### src/rtl/seg_pkg.sv
// Shared types and constants for the 7-segment scan controller.
package seg_pkg;
  typedef enum logic [1:0] {OFF, SHOW, GAP} scan_state_e;

  localparam int BCD_W   = 4;
  localparam int MAX_DIG = 8;
  localparam logic [MAX_DIG-1:0] ANODE_OFF = '1;
endpackage

### src/rtl/seg_scan_timer.sv
// Slot/gap cycle counter for the scan controller; flags the last cycle of each phase.
module seg_scan_timer #(
  parameter int DIV     = 50000,
  parameter int GAP_CYC = 2
) (
  input  logic clk,
  input  logic rst,
  input  logic run,
  input  logic in_gap,
  output logic slot_done,
  output logic gap_done
);
  localparam int CMAX = (DIV > GAP_CYC) ? DIV : GAP_CYC;
  localparam int CW   = $clog2(CMAX);
  localparam logic [CW-1:0] DIV_LAST = CW'(DIV - 1);
  localparam logic [CW-1:0] GAP_LAST = CW'(GAP_CYC - 1);

  logic [CW-1:0] cnt;

  assign slot_done = !in_gap && (cnt == DIV_LAST);
  assign gap_done  =  in_gap && (cnt == GAP_LAST);

  // Held at zero while idle so the first SHOW cycle always starts from 0.
  always_ff @(posedge clk) begin
    if (rst || !run || slot_done || gap_done) cnt <= '0;
    else                                      cnt <= cnt + 1'b1;
  end
endmodule

### src/rtl/seg_scan_ctrl.sv
// Digit register file plus OFF/SHOW/GAP scan FSM driving a shared BCD decoder.
// Define SEG_SCAN_LZB_EN to blank leading zeros (digit 0 always lit).
module seg_scan_ctrl
  import seg_pkg::*;
#(
  parameter int NDIG    = 8,
  parameter int DIV     = 50000,
  parameter int GAP_CYC = 2,
  localparam int IW     = $clog2(NDIG)
) (
  input  logic             clk,
  input  logic             rst,
  input  logic             en,
  input  logic             wr_en,
  input  logic [IW-1:0]    wr_idx,
  input  logic [3:0]       wr_data,
  output logic [BCD_W-1:0] bcd,
  output logic [NDIG-1:0]  an,
  output logic             frame_tick
);
  localparam logic [IW-1:0] LAST = IW'(NDIG - 1);

  scan_state_e state, state_nxt;
  logic [IW-1:0] idx, idx_nxt;
  logic ft_nxt;
  logic [NDIG-1:0][BCD_W-1:0] digit;
  logic [BCD_W-1:0] cur;
  logic lit, run, slot_done, gap_done;

  assign run = en && (state != OFF);

  seg_scan_timer #(.DIV(DIV), .GAP_CYC(GAP_CYC)) u_timer (
    .clk       (clk),
    .rst       (rst),
    .run       (run),
    .in_gap    (state == GAP),
    .slot_done (slot_done),
    .gap_done  (gap_done)
  );

  always_comb begin
    cur = '0;
    for (int i = 0; i < NDIG; i++)
      if (idx == IW'(i)) cur = digit[i];
  end

`ifdef SEG_SCAN_LZB_EN
  // Lit if this digit or any more-significant digit is non-zero.
  always_comb begin
    lit = (idx == '0);
    for (int i = 0; i < NDIG; i++)
      if (IW'(i) >= idx && digit[i] != '0) lit = 1'b1;
  end
`else
  assign lit = 1'b1;
`endif

  always_comb begin
    state_nxt = state;
    idx_nxt   = idx;
    ft_nxt    = 1'b0;
    bcd       = '0;
    an        = ANODE_OFF[NDIG-1:0];
    unique case (state)
      OFF: if (en) begin
        state_nxt = SHOW;
        idx_nxt   = '0;
        ft_nxt    = 1'b1;
      end
      SHOW: begin
        bcd = cur;
        if (lit) an = ~(NDIG'(1) << idx);
        if (slot_done) state_nxt = GAP;
      end
      GAP: begin
        bcd = cur;
        if (gap_done) begin
          state_nxt = SHOW;
          idx_nxt   = (idx == LAST) ? '0 : idx + 1'b1;
          ft_nxt    = (idx == LAST);
        end
      end
      default: state_nxt = OFF;
    endcase
    // Disable wins over any counter expiry in the same cycle.
    if (!en) begin
      state_nxt = OFF;
      idx_nxt   = '0;
      ft_nxt    = 1'b0;
    end
  end

  always_ff @(posedge clk) begin
    if (rst) begin
      state      <= OFF;
      idx        <= '0;
      frame_tick <= 1'b0;
      digit      <= '0;
    end else begin
      state      <= state_nxt;
      idx        <= idx_nxt;
      frame_tick <= ft_nxt;
      for (int i = 0; i < NDIG; i++)
        if (wr_en && wr_idx == IW'(i)) digit[i] <= wr_data;
    end
  end
endmodule

### config.mk
export PLATFORM = sky130hd
export DESIGN_NAME = seg_scan_ctrl
export DESIGN_NICKNAME = d
export VERILOG_FILES = /design/src/rtl/seg_pkg.sv /design/src/rtl/seg_scan_timer.sv /design/src/rtl/seg_scan_ctrl.sv
export SDC_FILE = /design/constraint.sdc
export NUM_CORES = 1
export LEC_CHECK = 0
export ABC_CLOCK_PERIOD_IN_PS = 2400
export BUFFER_PORTS_ARGS = -buffer_cell sky130_fd_sc_hd__buf_2
export CAP_MARGIN = 15
export CORE_MARGIN = 1.5
export CORE_UTILIZATION = 55
export CTS_CLUSTER_DIAMETER = 60
export DETAILED_ROUTE_END_ITERATION = 7
export PLACE_DENSITY = 0.75
export SYNTH_ARGS = -nofsm -noshare
export SYNTH_HDL_FRONTEND = slang
export SYNTH_SLANG_ARGS = --single-unit
### constraint.sdc
create_clock -name clk -period 2.4 [get_ports clk]
set_input_delay 0.12 -clock clk [delete_from_list [all_inputs] [get_ports clk]]
set_output_delay 0.12 -clock clk [all_outputs]
set_load 0.05 [all_outputs]
==> out/metrics.yaml, run 1 <==
run_status:
  status: "completed"
worst_setup_path:
  cp.arrival_ns: 2.17
  r2r-end: "u_timer.cnt[9]"
  critPathBufInv: 2
  required_ns: 2.28
  cpMaxStageDelayCell: "dfxtp_2"
  start_kind: "flop"
  r2r-start: "state[0]"
  cp_cell_sequence: "inv_1 > ha_2 > or2_2 > a21oi_1 > o22ai_1 > o221ai_1 > o211a_1 > buf_6"
  critPathMaxStageDelay_ns: 0.39
  crit_family: "compound AO/OA/AOI/OAI gates"
  rrSetupSlack_ns: 0.52
  worstSetupPathType: "flop to primary output"
  endpoint_kind: "primary output"
  critPathMaxFanout: 8
  reg2regPathDepth: 7
cells_and_area:
  antennaDiodeCount: 0
  nFillCells: 427
  drive_gt1_frac: 0.172
  area_delta_synth_final_pct: 9.54
  nets: 360
floorplanning:
  io_pins: 24
  die_h_um: 74.8
  core-area_mm2: 0.00485
  die_x_um: 74.8
  initial_core_util: 0.584
  die_area_mm2: 0.00559
  num_rows: 25
timing:
  timing.final.crit_share: 0.952
  tightest_slew_ns: 0.739
  relSlewSlack: 0.503
  finalSetupTns_ns: 0
  hold_viol_final: 0
  worst_slack_ns: 0.115
  drv_slew: 0
  fmax_mhz: 438
  period_needed_ns: 2.29
  rsz0062_at_grt: "no"
  setup_viol: 0
  skew_ns: 0.00751
synthesis:
  synth.avg_cell_area_um2: 8.74
  ys.flop_type: "dfxtp_1"
  synthTopCellsByArea: "dfxtp_1, mux2i_1, nor2_1"
  synthCells: 324
  synth_area_mm2: 0.00283
  synth_edf_count: 0
  synth-async-reset-ratio: 0
  yosysUniqueCellTypes: 44
  yosysMostFrequentCell: "dfxtp_1"
  yosysTopAreaCell: "dfxtp_1"
  synth-seq-cells: 54
  synth.net_count: 347
  ys_seq_area_frac: 0.382
  synth_common_cells: "dfxtp_1, nor2_1, mux2i_1"
  synth.top_cell.area_share: 0.382
  synth_warnings: 0
route:
  avgViaCountPerCell: 5.61
  drtIter0Drc: 139
  avgRoutedWirePerCell_um: 14.3
  drc: 0
  wl_mm: 5.80
  dr.pass1.iters: 6
  vias: 2272
  ant_nets: 0
power_and_ir_drop:
  leakagePower_nw: 1.14
  ir_drop_v: 0.000389
  powerDensity_mw_per_mm2: 532
  p_clk_frac: 0.361
  p_sw_w: 0.000386
  seqPwrFrac: 0.558
  p_comb_frac: 0.081
  netSwitchingFraction: 0.234
  internal_power_w: 0.00127
grt:
  grt_pass1_vias: 2067
  grt_overflow: 0
  grt_max_degree: 35
  antenna_found_initial: 0
  grt_pass1_wl_mm: 9.25
  track_usage: 0.219
cts:
  numCtsBuffers: 5
  cts_hold_buf: 0
  cts-root-buf: "clkbuf_8"
  cts_tree: "yes"
  clkLatencyLatePin_ns: 0.31
  clk_pin_slew_ns: 0.10
  cts_buffer_depth: 2
  clock-sinks: 54
  cts_max_level: 2
place:
  port-buffer-count: 23
  pre_cts_slack_ns: 0.231
  hpwl_mm: 4.15
  gp_congestion: 0.879
min_path:
  min_path_type: "input pin to flop"
  holdPathEnd: "digit[13]"
  min_from: "wr_data[1]"
  min_path_cells: 3
job:
  maxCapViolCount: 0
-- placed cells by master, fill, tap and decap left out, types with 3 or more instances in the layout --
cell type / netlist / routed
xnor2_1: 8 / 8
nor2_4: 9 / 9
nand3b_1: 5 / 5
inv_1: 13 / 13
a221oi_1: 3 / 3
nand2b_1: 3 / 3
nor2_1: 45 / 45
ha_1: 12 / 10
nor3_1: 8 / 8
nor3b_2: 2 / 3
buf_4: 0 / 5
dfxtp_1: 54 / 52
o22ai_1: 3 / 3
clkbuf_8: 0 / 5
nand4b_1: 4 / 4
buf_2: 1 / 19
o221ai_1: 3 / 3
a21oi_1: 21 / 20
nor2b_1: 4 / 4
nand2_1: 27 / 27
or3_1: 7 / 7
mux2i_1: 32 / 32
o21ai_0: 5 / 3
nand3_1: 9 / 9
xor2_1: 5 / 5
-- power groups by stage --
stage               sequential [W]  combinational, W  clock [W]
finish                    0.000921          0.000133   0.000596
global route              0.000923          0.000145   0.000647
CTS                       0.000922          0.000132   0.000612
detailed placement        0.000942          0.000132          0
global placement          0.000942          0.000130          0
floorplan                 0.000944          0.000102          0
-- what timing repair did --
item | 4_1_cts | 5_1_grt
resized for setup | 3 | 11
buffers inserted | 0 | 0
pin swaps | 0 | 1
endpoints found under the setup margin | 4 | 4
cloned | 0 | 0
-- cell families after synthesis --
kind of cell,synth area share
buffers and inverters,0.0539
AO/OA/AOI/OAI,0.0910
adder cells (fa/ha/maj),0.0530
AND/OR/NAND/NOR,0.267
flip-flops,0.382
multiplexers,0.113
XOR/XNOR,0.0402
-- per-layer routing --
metal / routed length, um / GRT usage / vias up
met4: 176 / 0.109 / 0
met1: 2640 / 0.270 / 1061
met3: 196 / 0.0469 / 19
met5: 0 / 0 / -
li1: - / - / 1138
met2: 2790 / 0.363 / 54
-- worst register-to-register path: cells and delay by family, from the launching register on --
kind                       cells  cell delay, ns
adders and majority gates      1            0.25
buffers and inverters          1            0.08
DFF                            1            0.39
and+or+nand+nor                5            1.06
-- worst max-delay path by stage --
stage | startpoint | endpoint | slack [ns] | cells past startpoint
final | idx[0] | bcd[0] | 0.11 | 8
after global routing | idx[1] | bcd[1] | 0.001 | 9
after CTS | idx[0] | bcd[3] | 0.0007 | 8
after detailed placement | idx[1] | bcd[3] | 0.23 | 7
after global placement | idx[1] | bcd[0] | 0.26 | 7
after floorplan | idx[2] | bcd[2] | 0.30 | 9
-- area by class of cell --
type                            count  area, um^2  share of cell area
Multi-Input combinational cell    236        1620               0.523
Sequential cell                    54        1080               0.349
Timing Repair Buffer               26         151              0.0488
Tap cell                           67        83.8              0.0270
Clock buffer                        5        68.8              0.0222
Inverter                           14        52.6              0.0169
Clock inverter                      3        40.0              0.0129
-- stage by stage --
step                      hold slack, ns  power [W]  instance area [um^2]  utilization  instances
final                              0.160    0.00165                  3100        0.640        405
after global routing               0.157    0.00172                  3100        0.640        405
after floorplan                    0.356    0.00105                  2840            -        324
after detailed placement           0.474    0.00107                  2960        0.610        397
after global placement             0.459    0.00107                  2960        0.610        397
after CTS                          0.159    0.00167                  3080        0.634        405
-- flip-flops by register name (all words and copies together), names as in the netlist --
signal,cells
digit,32
frame_tick,1
idx,3
state,2
u_timer.cnt,16
Note: power is estimated with default switching activity, not from simulation.
==> run 2: changes to the inputs <==
--- a/config.mk
+++ b/config.mk
@@ -9,10 +9,10 @@
 export BUFFER_PORTS_ARGS = -buffer_cell sky130_fd_sc_hd__buf_2
 export CAP_MARGIN = 15
 export CORE_MARGIN = 1.5
-export CORE_UTILIZATION = 55
+export CORE_UTILIZATION = 40
 export CTS_CLUSTER_DIAMETER = 60
 export DETAILED_ROUTE_END_ITERATION = 7
-export PLACE_DENSITY = 0.75
+export PLACE_DENSITY = 0.58
 export SYNTH_ARGS = -nofsm -noshare
 export SYNTH_HDL_FRONTEND = slang
 export SYNTH_SLANG_ARGS = --single-unit
==> out/metrics.yaml, run 2 (synthesis gave the netlist of run 1 again) <==
run_status:
  status: "completed"
cells_and_area:
  nets: 360  # unchanged
  register_area_mm2: 0.00109  # +0.23%
  largest_register: "digit"
  final_core_util: 0.455  # -0.185
  layout_commonest_cell: "dfxtp_1"
  mostFrequentLayoutCells: "dfxtp_1, nor2_1, mux2i_1"
  largest_reg_flops: 32  # unchanged
  stdcell_count: 434  # +7.2%
  area_delta_synth_final_pct: 9.85
  top_regs: "digit (32), u_timer.cnt (16), idx (3)"
  antennaDiodeCount: 0  # unchanged
  nFillCells: 711  # +67%
  drive_gt1_frac: 0.169  # -0.00296
  multiInputGateArea_mm2: 0.00162  # about the same
grt:
  grt_pass1_wl_mm: 9.96  # +7.8%
  antenna_found_initial: 0  # unchanged
  grt_overflow: 0  # unchanged
  track_usage: 0.169  # -0.0499
  grt_max_degree: 35  # unchanged
  grt_pass1_vias: 2086  # +0.92%
worst_setup_path:
  endpoint_kind: "primary output"
  critPathMaxFanout: 4  # -4
  start_kind: "flop"
  worstSetupPathType: "flop to primary output"
  required_ns: 2.28  # about the same
  cp.arrival_ns: 2.16  # about the same
timing:
  timing.final.crit_share: 0.951  # -0.00147
  hold_ws_ns: 0.171  # +0.0105 ns
  fmax_mhz: 438  # +0.15%
  tightest_slew_ns: 0.741  # +0.00208 ns
  setup_viol: 0  # unchanged
  relSlewSlack: 0.502  # -0.00139
  period_needed_ns: 2.28  # -0.00353 ns
  finalSetupTns_ns: 0  # unchanged
  rsz0062_at_grt: "no"
  hold_viol_final: 0  # unchanged
  skew_ns: 0.00213  # -0.00538 ns
  drv_slew: 0  # unchanged
route:
  avgViaCountPerCell: 5.13  # -8.5%
  dr.pass1.iters: 4  # -2
  drtIter0Drc: 79  # -43%
  vias: 2228  # -1.9%
  drc: 0  # unchanged
  avgRoutedWirePerCell_um: 14.1  # -1.8%
  ant_nets: 0  # unchanged
  wl_mm: 6.11  # +5.2%
cts:
  cts_tree: "yes"
  numCtsBuffers: 5  # unchanged
  cts_buffer_depth: 2  # unchanged
  clkLatencyLatePin_ns: 0.30  # about the same
  cts_max_level: 2  # unchanged
  clk_pin_slew_ns: 0.10  # about the same
  cts-root-buf: "clkbuf_8"
  cts_hold_buf: 0  # unchanged
  clock-sinks: 54  # unchanged
min_path:
  min_path_type: "input pin to flop"
place:
  gp_congestion: 0.798  # -9.2%
  port-buffer-count: 23  # unchanged
  hpwl_mm: 4.45  # +7.0%
  dp.cells: 426  # +7.3%
floorplanning:
  core-area_mm2: 0.00683  # +41%
  initial_core_util: 0.415  # -0.170
  io_pins: 24  # unchanged
  die_area_mm2: 0.00760  # +36%
  num_rows: 30  # +20%
  die_h_um: 87.2  # +17%
  die_x_um: 87.2  # +17%
power_and_ir_drop:
  ir_drop_v: 0.000269  # -31%
  leakagePower_nw: 1.13  # -0.85%
  powerDensity_mw_per_mm2: 508  # -4.5%
  total_power_w: 0.00158  # -4.2%
job:
  maxCapViolCount: 0  # unchanged
==> run 2: cell count changes in the layout (fill, tap and decap cells not counted), sizes merged <==
cell,delta
buf,+1
bufinv,-1
clkbuf,+1
clkinv,-1
==> run 2: report_power, final <==
part           internal (W)  switching (W)
Clock              0.000234       0.000294
Sequential         0.000910      0.0000109
Combinational     0.0000463      0.0000851
==> run 2: metrics by stage <==
step / area (um^2) / setup WS (ns)
3_3_place_gp: 3000 / 0.382
5_1_grt: 3110 / 0.0136
3_5_place_dp: 3000 / 0.279
4_1_cts: 3090 / 0.0553
6_report: 3110 / 0.118
2_1_floorplan: 2840 / 0.302
==> run 2: layout make-up <==
cell class / count / area share
clock buffers: 7 / 0.0277
multi-input cells: 236 / 0.521
clock inverters: 1 / 0.00161
flip-flops and latches: 54 / 0.349
well taps: 96 / 0.0386
repair buffers: 26 / 0.0450
inverters: 14 / 0.0169
==> run 2: worst paths after layout <==
path             startpoint        endpoint  slack (ns)  cells after the start
max reg2reg        state[0]  u_timer.cnt[6]        0.48                      7
max                  idx[0]          bcd[1]        0.12                      8
min reg2reg  u_timer.cnt[0]  u_timer.cnt[0]        0.48                      1
min              wr_data[0]       digit[28]        0.17                      3
==> run 2: worst max-delay path, cell delays in order (launching register included) <==
cell and delay [ns]:
dfxtp_4 0.38, inv_1 0.07, ha_1 0.24, or2_2 0.33
a21oi_1 0.13, o22ai_1 0.09, o221ai_1 0.19, o211a_1 0.17
buf_2 0.25
==> run 2: routing by layer <==
metal  vias up  part of all wire  track usage
li1       1132                 -            -
met4         0             0.028       0.0693
met3        12             0.021       0.0284
met2        38              0.47        0.283
met5         -                 0            0
met1      1046              0.48        0.216
==> run 2: what timing repair did <==
| action | CTS | global route |
|---|---|---|
| gates resized for setup | 1 | 8 |
| pin swaps | 0 | 1 |
| endpoints found under the setup margin | 4 | 4 |
| gates cloned | 0 | 0 |
| buffers inserted | 0 | 0 |
